## src/rtl/dualrail_and_env_driver.sv

```systemverilog
// rtl/dualrail_and_env_driver.sv - single-rail to dual-rail RTZ environment around the dual-rail AND MSFSM
module dualrail_and_env_driver #(
   parameter int TIMEOUT = 64,
   parameter int CNT_W   = $clog2(TIMEOUT + 1)
) (
   input  logic       clk,
   input  logic       reset,
   input  logic       req_valid,
   output logic       req_ready,
   input  logic       req_a,
   input  logic       req_b,
   output logic       a_P,
   output logic       a_M,
   output logic       b_P,
   output logic       b_M,
   input  logic       out_P,
   input  logic       out_M,
   output logic       rsp_valid,
   input  logic       rsp_ready,
   output logic       rsp_data,
   output logic [1:0] rsp_err
);

   typedef enum logic [1:0] {IDLE, EVAL, RTZ, RESP} state_t;

   localparam logic [CNT_W-1:0] CNT_MAX = CNT_W'(TIMEOUT - 1);

   localparam logic [1:0] ERR_OK       = 2'b00;
   localparam logic [1:0] ERR_VALUE    = 2'b01;
   localparam logic [1:0] ERR_CONFLICT = 2'b10;
   localparam logic [1:0] ERR_TIMEOUT  = 2'b11;

   state_t           state_q, state_d;
   logic [CNT_W-1:0] cnt_q, cnt_d, cnt_inc;
   logic             op_a_q, op_a_d, op_b_q, op_b_d;
   logic             a_p_q, a_p_d, a_m_q, a_m_d, b_p_q, b_p_d, b_m_q, b_m_d;
   logic             req_ready_q, req_ready_d;
   logic             rsp_valid_q, rsp_valid_d;
   logic             rsp_data_q, rsp_data_d;
   logic [1:0]       rsp_err_q, rsp_err_d;

   assign a_P       = a_p_q;
   assign a_M       = a_m_q;
   assign b_P       = b_p_q;
   assign b_M       = b_m_q;
   assign req_ready = req_ready_q;
   assign rsp_valid = rsp_valid_q;
   assign rsp_data  = rsp_data_q;
   assign rsp_err   = rsp_err_q;

   // wait counter that sticks at its terminal value instead of wrapping
   always_comb begin
      cnt_inc = (cnt_q == CNT_MAX) ? cnt_q : cnt_q + CNT_W'(1);
   end

   // next-state and registered-output logic; rails drop to spacer whenever EVAL is left
   always_comb begin
      state_d     = state_q;
      cnt_d       = cnt_q;
      op_a_d      = op_a_q;
      op_b_d      = op_b_q;
      a_p_d       = a_p_q;
      a_m_d       = a_m_q;
      b_p_d       = b_p_q;
      b_m_d       = b_m_q;
      req_ready_d = req_ready_q;
      rsp_valid_d = rsp_valid_q;
      rsp_data_d  = rsp_data_q;
      rsp_err_d   = rsp_err_q;
      case (state_q)
         IDLE: begin
            a_p_d       = 1'b0;
            a_m_d       = 1'b0;
            b_p_d       = 1'b0;
            b_m_d       = 1'b0;
            req_ready_d = 1'b1;
            if (req_valid && req_ready_q) begin
               op_a_d      = req_a;
               op_b_d      = req_b;
               a_p_d       = req_a;
               a_m_d       = ~req_a;
               b_p_d       = req_b;
               b_m_d       = ~req_b;
               req_ready_d = 1'b0;
               cnt_d       = '0;
               rsp_data_d  = 1'b0;
               rsp_err_d   = ERR_OK;
               state_d     = EVAL;
            end
         end
         EVAL: begin
            cnt_d = cnt_inc;
            if (out_P && out_M) begin
               rsp_err_d = ERR_CONFLICT;
               state_d   = RTZ;
            end else if (out_P ^ out_M) begin
               rsp_data_d = out_P;
               rsp_err_d  = (out_P == (op_a_q & op_b_q)) ? ERR_OK : ERR_VALUE;
               state_d    = RTZ;
            end else if (cnt_q == CNT_MAX) begin
               rsp_err_d = ERR_TIMEOUT;
               state_d   = RTZ;
            end
            if (state_d == RTZ) begin
               a_p_d = 1'b0;
               a_m_d = 1'b0;
               b_p_d = 1'b0;
               b_m_d = 1'b0;
               cnt_d = '0;
            end
         end
         RTZ: begin
            if (!out_P && !out_M) begin
               rsp_valid_d = 1'b1;
               state_d     = RESP;
            end else if (cnt_q == CNT_MAX) begin
               rsp_err_d   = ERR_TIMEOUT;
               rsp_valid_d = 1'b1;
               state_d     = RESP;
            end else begin
               cnt_d = cnt_inc;
            end
         end
         RESP: begin
            if (rsp_ready) begin
               rsp_valid_d = 1'b0;
               req_ready_d = 1'b1;
               state_d     = IDLE;
            end
         end
         default: state_d = IDLE;
      endcase
   end

   // state and output registers with synchronous reset to an all-spacer idle
   always_ff @(posedge clk) begin
      if (reset) begin
         state_q     <= IDLE;
         cnt_q       <= '0;
         op_a_q      <= 1'b0;
         op_b_q      <= 1'b0;
         a_p_q       <= 1'b0;
         a_m_q       <= 1'b0;
         b_p_q       <= 1'b0;
         b_m_q       <= 1'b0;
         req_ready_q <= 1'b0;
         rsp_valid_q <= 1'b0;
         rsp_data_q  <= 1'b0;
         rsp_err_q   <= ERR_OK;
      end else begin
         state_q     <= state_d;
         cnt_q       <= cnt_d;
         op_a_q      <= op_a_d;
         op_b_q      <= op_b_d;
         a_p_q       <= a_p_d;
         a_m_q       <= a_m_d;
         b_p_q       <= b_p_d;
         b_m_q       <= b_m_d;
         req_ready_q <= req_ready_d;
         rsp_valid_q <= rsp_valid_d;
         rsp_data_q  <= rsp_data_d;
         rsp_err_q   <= rsp_err_d;
      end
   end

endmodule
```

## config.mk

```make
export PLATFORM = sky130hd
export DESIGN_NAME = dualrail_and_env_driver
export DESIGN_NICKNAME = d
export VERILOG_FILES = /design/src/rtl/dualrail_and_env_driver.sv
export SDC_FILE = /design/constraint.sdc
export NUM_CORES = 1
export LEC_CHECK = 0
export BUFFER_PORTS_ARGS = -buffer_cell sky130_fd_sc_hd__buf_2
export CAP_MARGIN = 20
export CORE_ASPECT_RATIO = 2
export CORE_MARGIN = 5
export CORE_UTILIZATION = 30
export CTS_CLUSTER_SIZE = 16
export DETAILED_ROUTE_END_ITERATION = 12
export GPL_ROUTABILITY_DRIVEN = 0
export SYNTH_ARGS = -nofsm -noshare
export SYNTH_HDL_FRONTEND = slang
export SYNTH_SLANG_ARGS = --single-unit
```

## constraint.sdc

```tcl
create_clock -name clk -period 2 [get_ports clk]
set_input_delay 0.6 -clock clk [delete_from_list [all_inputs] [get_ports clk]]
set_output_delay 0.6 -clock clk [all_outputs]
set_load 0.005 [all_outputs]
```

After elaboration in Yosys (flattened, before gate mapping) --
Index checks and enable logic that the tools add are counted.
Operators by class: equal/unequal tests 14, bitwise gates (word level) 4, add/sub/neg operators 1, reduce and logical (&&, ||, !) cells 18, multiplexer cells 42
Operator list (count):
- $mux W7 | 5
- $mux W2 | 13
- $pmux W7 S3 | 1
- $mux W1 | 14
- $ne A2 B2 Y1 const B | 7
- $pmux W1 S2 | 7
- $reduce_and A3 Y1 | 3
- $pmux W2 S4 | 1
- $reduce_and A4 Y1 | 2
- $add A7 B1 Y7 const B | 1
- $eq A7 B6 Y1 const B | 1
- $eq A2 B2 Y1 const B | 3
- $pmux W2 S3 | 1
- $reduce_and A2 Y1 | 3
- $reduce_bool A2 Y1 | 3
- $logic_and A1 B1 Y1 | 3
- $ne A3 B3 Y1 const B | 1
- $reduce_bool A3 Y1 | 1
- $eq A2 B1 Y1 const B | 1
- $logic_not A1 Y1 | 2
- $logic_not A2 Y1 | 1
- $not A1 Y1 | 2
- $and A1 B1 Y1 | 1
- $eq A1 B1 Y1 | 1
- $xor A1 B1 Y1 | 1
Storage, ports and cells: word-level logic and storage cells 91, bits in registers 20, input port bits 8, output and inout port bits 9

Logic depth before layout (Yosys ltp) --
depth in word-level cells 8, depth in mapped cells 9, mapped depth without buffers 7

Least setup slack after synthesis --
OpenSTA, ideal clock, no wires.
path type input to register, start input out_P, end register cnt_q[3], data required time 1914 ps, arrival time 1851 ps, library setup time 86 ps, buffers on the path 0, slack 64 ps, cell stages on the path 7, cells stage by stage inv_1 -> ha_1 -> nor3b_1 -> o311a_1 -> o21a_2 -> o21ai_0 -> a211oi_1
On the way: word-level cells in the longest chain between the ends 7, elaborated cells between the ends (all ways) 12, those cells by class eq/ne (2); mux (5); bitwise (1); reduce/logical (4)
Ends and longest elaborated chain:
- start: declaration | line 16 | input logic out_P,
- $xor A1 B1 Y1 | line 96 | end else if (out_P ^ out_M) begin
- $mux W2 | line 96
- $mux W2 | line 93 | if (out_P && out_M) begin
- $mux W2 | line 70 | case (state_q)
- $eq A2 B2 Y1 | line 104 | if (state_d == RTZ) begin
- $mux W7 | line 104
- $pmux W7 S3 | line 70
- end signal: assignment | line 152 | cnt_q <= cnt_d;
- end: declaration | line 34 | logic [CNT_W-1:0] cnt_q, cnt_d, cnt_inc;
Parallel ways exist; a longest one is shown, timed or not. The select of a mux whose other input is x is not followed. A chain may end at the register's enable or synchronous reset.

Final worst setup path --
start register state_q[0], end register cnt_q[3]
On the way: word-level cells in the longest chain between the ends 7, elaborated cells between the ends (all ways) 15, those cells by class eq/ne (6); mux (6); reduce/logical (3)
Ends and longest elaborated chain:
- start: declaration | line 33 | state_t state_q, state_d;
- start signal: assignment | line 151 | state_q <= state_d;
- $mux W2 | line 100 | end else if (cnt_q == CNT_MAX) begin
- $mux W2 | line 96
- $mux W2 | line 93
- $mux W2 | line 70
- $eq A2 B2 Y1 | line 104
- $mux W7 | line 104
- $pmux W7 S3 | line 70
Parallel ways exist; a longest one is shown, timed or not. The select of a mux whose other input is x is not followed.

==> metrics.txt <==
synthesized area=1190 µm²; outcome=finished clean; Area Growth Syn to Fin=19.1%; post-CTS sizing=0; share of synthesized registers carrying an async set or reset=0%; post-route DRC violation count=0; starting density of the core=31.0%; vias in the first global route=1,200; pre-CTS setup slack=-0.116 ns; top-count cell post-synth=dfxtp_1; slew margin rel.=71.2%; post-route total power=930 µW; first-pass GRT wire length=5120 µm; clock tree sinks=20; Diodes inserted=0; Synth top cells by count=20 x dfxtp_1, 12 x nor2_1, 9 x nand2_1; Power per Cell Area=656 nW/µm²; CP arrival=2.06 ns; Final Cell Area=1420 µm²; die area=5400 µm²; top-area cell type share of the netlist area=33.6%; Final nets=177; crit path capture type=flop; Setup Viol. Count Final=0; Clock Skew=0.00169 ns; min cycle time layout=1.89 ns; initial DRC count=12; CTS H-tree depth=1; placed inst area=1380 µm²; Rows=32; Synth Area per Inst=8.69 µm²; IO Count=17; syn nets=152; Hold-fix buffers, CTS=0; clock root buffer=clkbuf_8; Slew @ Worst Pin=0.431 ns; Total Wirelength=3060 µm; Layout Cells excl Fill=211; worst hold path class=flop to flop; RSZ-0062 raised after global routing=no; sequential share of the synthesized area=33.6%; Max rail drop VDD=0.310 mV; worst path required time=2.17 ns; core region area=3840 µm²; CTS tree=built; crit path cell chain=inv_1 > ha_1 > a21boi_4 > a211oi_4 > o21a_4 > a41oi_1 > a211oi_1; slowest stage delay, CP=0.42 ns; layout cells sized above 1=23.8%; setup ws final=0.109 ns; post-layout util=36.9%; cell at the slowest stage of the critical path=dfxtp_1; highest net fanout along the worst path=6; met3 wire length=126 µm; Post-synth EDFFs=0; synth unique cells=45; final hold vios=0; met2 WL post-DR=1700 µm; Setup TNS Final=0 ns; total track usage=12.5%; via count=1,117; post-DP HPWL=2450 µm; R2R setup slack=0.11 ns; Die Span X=54.5 µm; cell taking the most area after synthesis=dfxtp_1; mean number of vias per cell=5.29; DRT Pass-1 Iters=4; flops & latches, synth=20; routed len/inst=14.5 µm; antenna violations before repair=0; Gate Count Post-Synth=137; remaining global-route overflow=0; Max Fclk=0.529 GHz; largest net degree at the start of global routing=23; fin. max-slew vios=0; Max Used Layer=met4; Clk pin slew, worst setup/hold paths=0.07 ns; Synthesis Warnings=0; die extent in y=99.1 µm; # port buffers=16; CTS max path bufs=2; Post-CTS Setup Inserts=0; Leakage=0.550 nW; M1 wire length=1110 µm; Top FF cell, synth=dfxtp_1; clk_lat worst skew=0.26 ns; kind of critical path=flop to flop; largest cells by area after synthesis=dfxtp_1 34%, ha_1 7.4%, a211oi_1 4.4%, nor2_1 3.8%, a21oi_1 3.4%; post-route ant nets=0; Hold WS=0.475 ns; dpl cells=208; total CTS buffers=3; Max Cap Viol=0; startpoint types=flop; Tcrit/Tclk final=94.6%
## final timing paths
| path | start | endpoint | cells past startpoint |
|---|---|---|---|
| setup reg to reg | state_q[0] | cnt_q[3] | 7 |
| hold reg to reg | rsp_data | rsp_data | 2 |
| setup / recovery | state_q[0] | cnt_q[3] | 7 |
| hold / removal | rsp_data | rsp_data | 2 |
## state kept, by name, indices dropped and copies added (netlist names), named ones only
signal and cells:
cnt_q 7, rsp_err 2, a_M 1, a_P 1
b_M 1, b_P 1, op_a_q 1, op_b_q 1
req_ready 1, rsp_data 1, rsp_valid 1, state_q 1
## layout by cell type (no fill, tap or decap), drive strengths merged, types with 6 or more instances in the layout
cell,n
ha,7
buf,24
nand2,9
inv,6
dfxtp,20
a21oi,10
o21ai,13
a211oi,8
nor2,12
## power by group
part | total (mW) | leakage, nW | switching, mW | internal (mW)
combinational | 0.235 | 0.367 | 0.130 | 0.105
clock | 0.261 | 0.0216 | 0.127 | 0.134
sequential | 0.433 | 0.162 | 0.0169 | 0.416
total | 0.930 | 0.550 | 0.274 | 0.656
## layout make-up
cell class              count  area, µm²
inverters                   6       22.5
multi-input cells         107        749
fillers                   423       2430
flip-flops and latches     20        400
clock buffers               3       41.3
repair buffers             24        140
well taps                  51       63.8
## cells by family (layout without fill, tap and decap cells)
group	count (synthesis)	count (layout)	share of synthesized area [%]
and+or+nand+nor	49	49	22.4
AOI/OAI and AO/OA	48	48	30.8
DFF	20	20	33.6
buffers and inverters	10	33	3.37
adders and majority gates	7	7	7.36
muxes	2	2	1.68
xor gates and xnor gates	1	1	0.736
## metal layers
layer,vias up,track usage [%]
met5,-,0
met2,27,23.0
met1,526,11.7
li1,552,-
met3,12,2.12
met4,0,7.29
## worst max-delay path, delay by kind of cell (launching register included)
| family | cells | cell delay [ns] |
|---|---|---|
| AO/OA/AOI/OAI | 5 | 1.05 |
| adder cells (fa/ha/maj) | 1 | 0.22 |
| buffers and inverters | 1 | 0.12 |
| flip-flops | 1 | 0.42 |
Power figures use the tool's default switching activity.
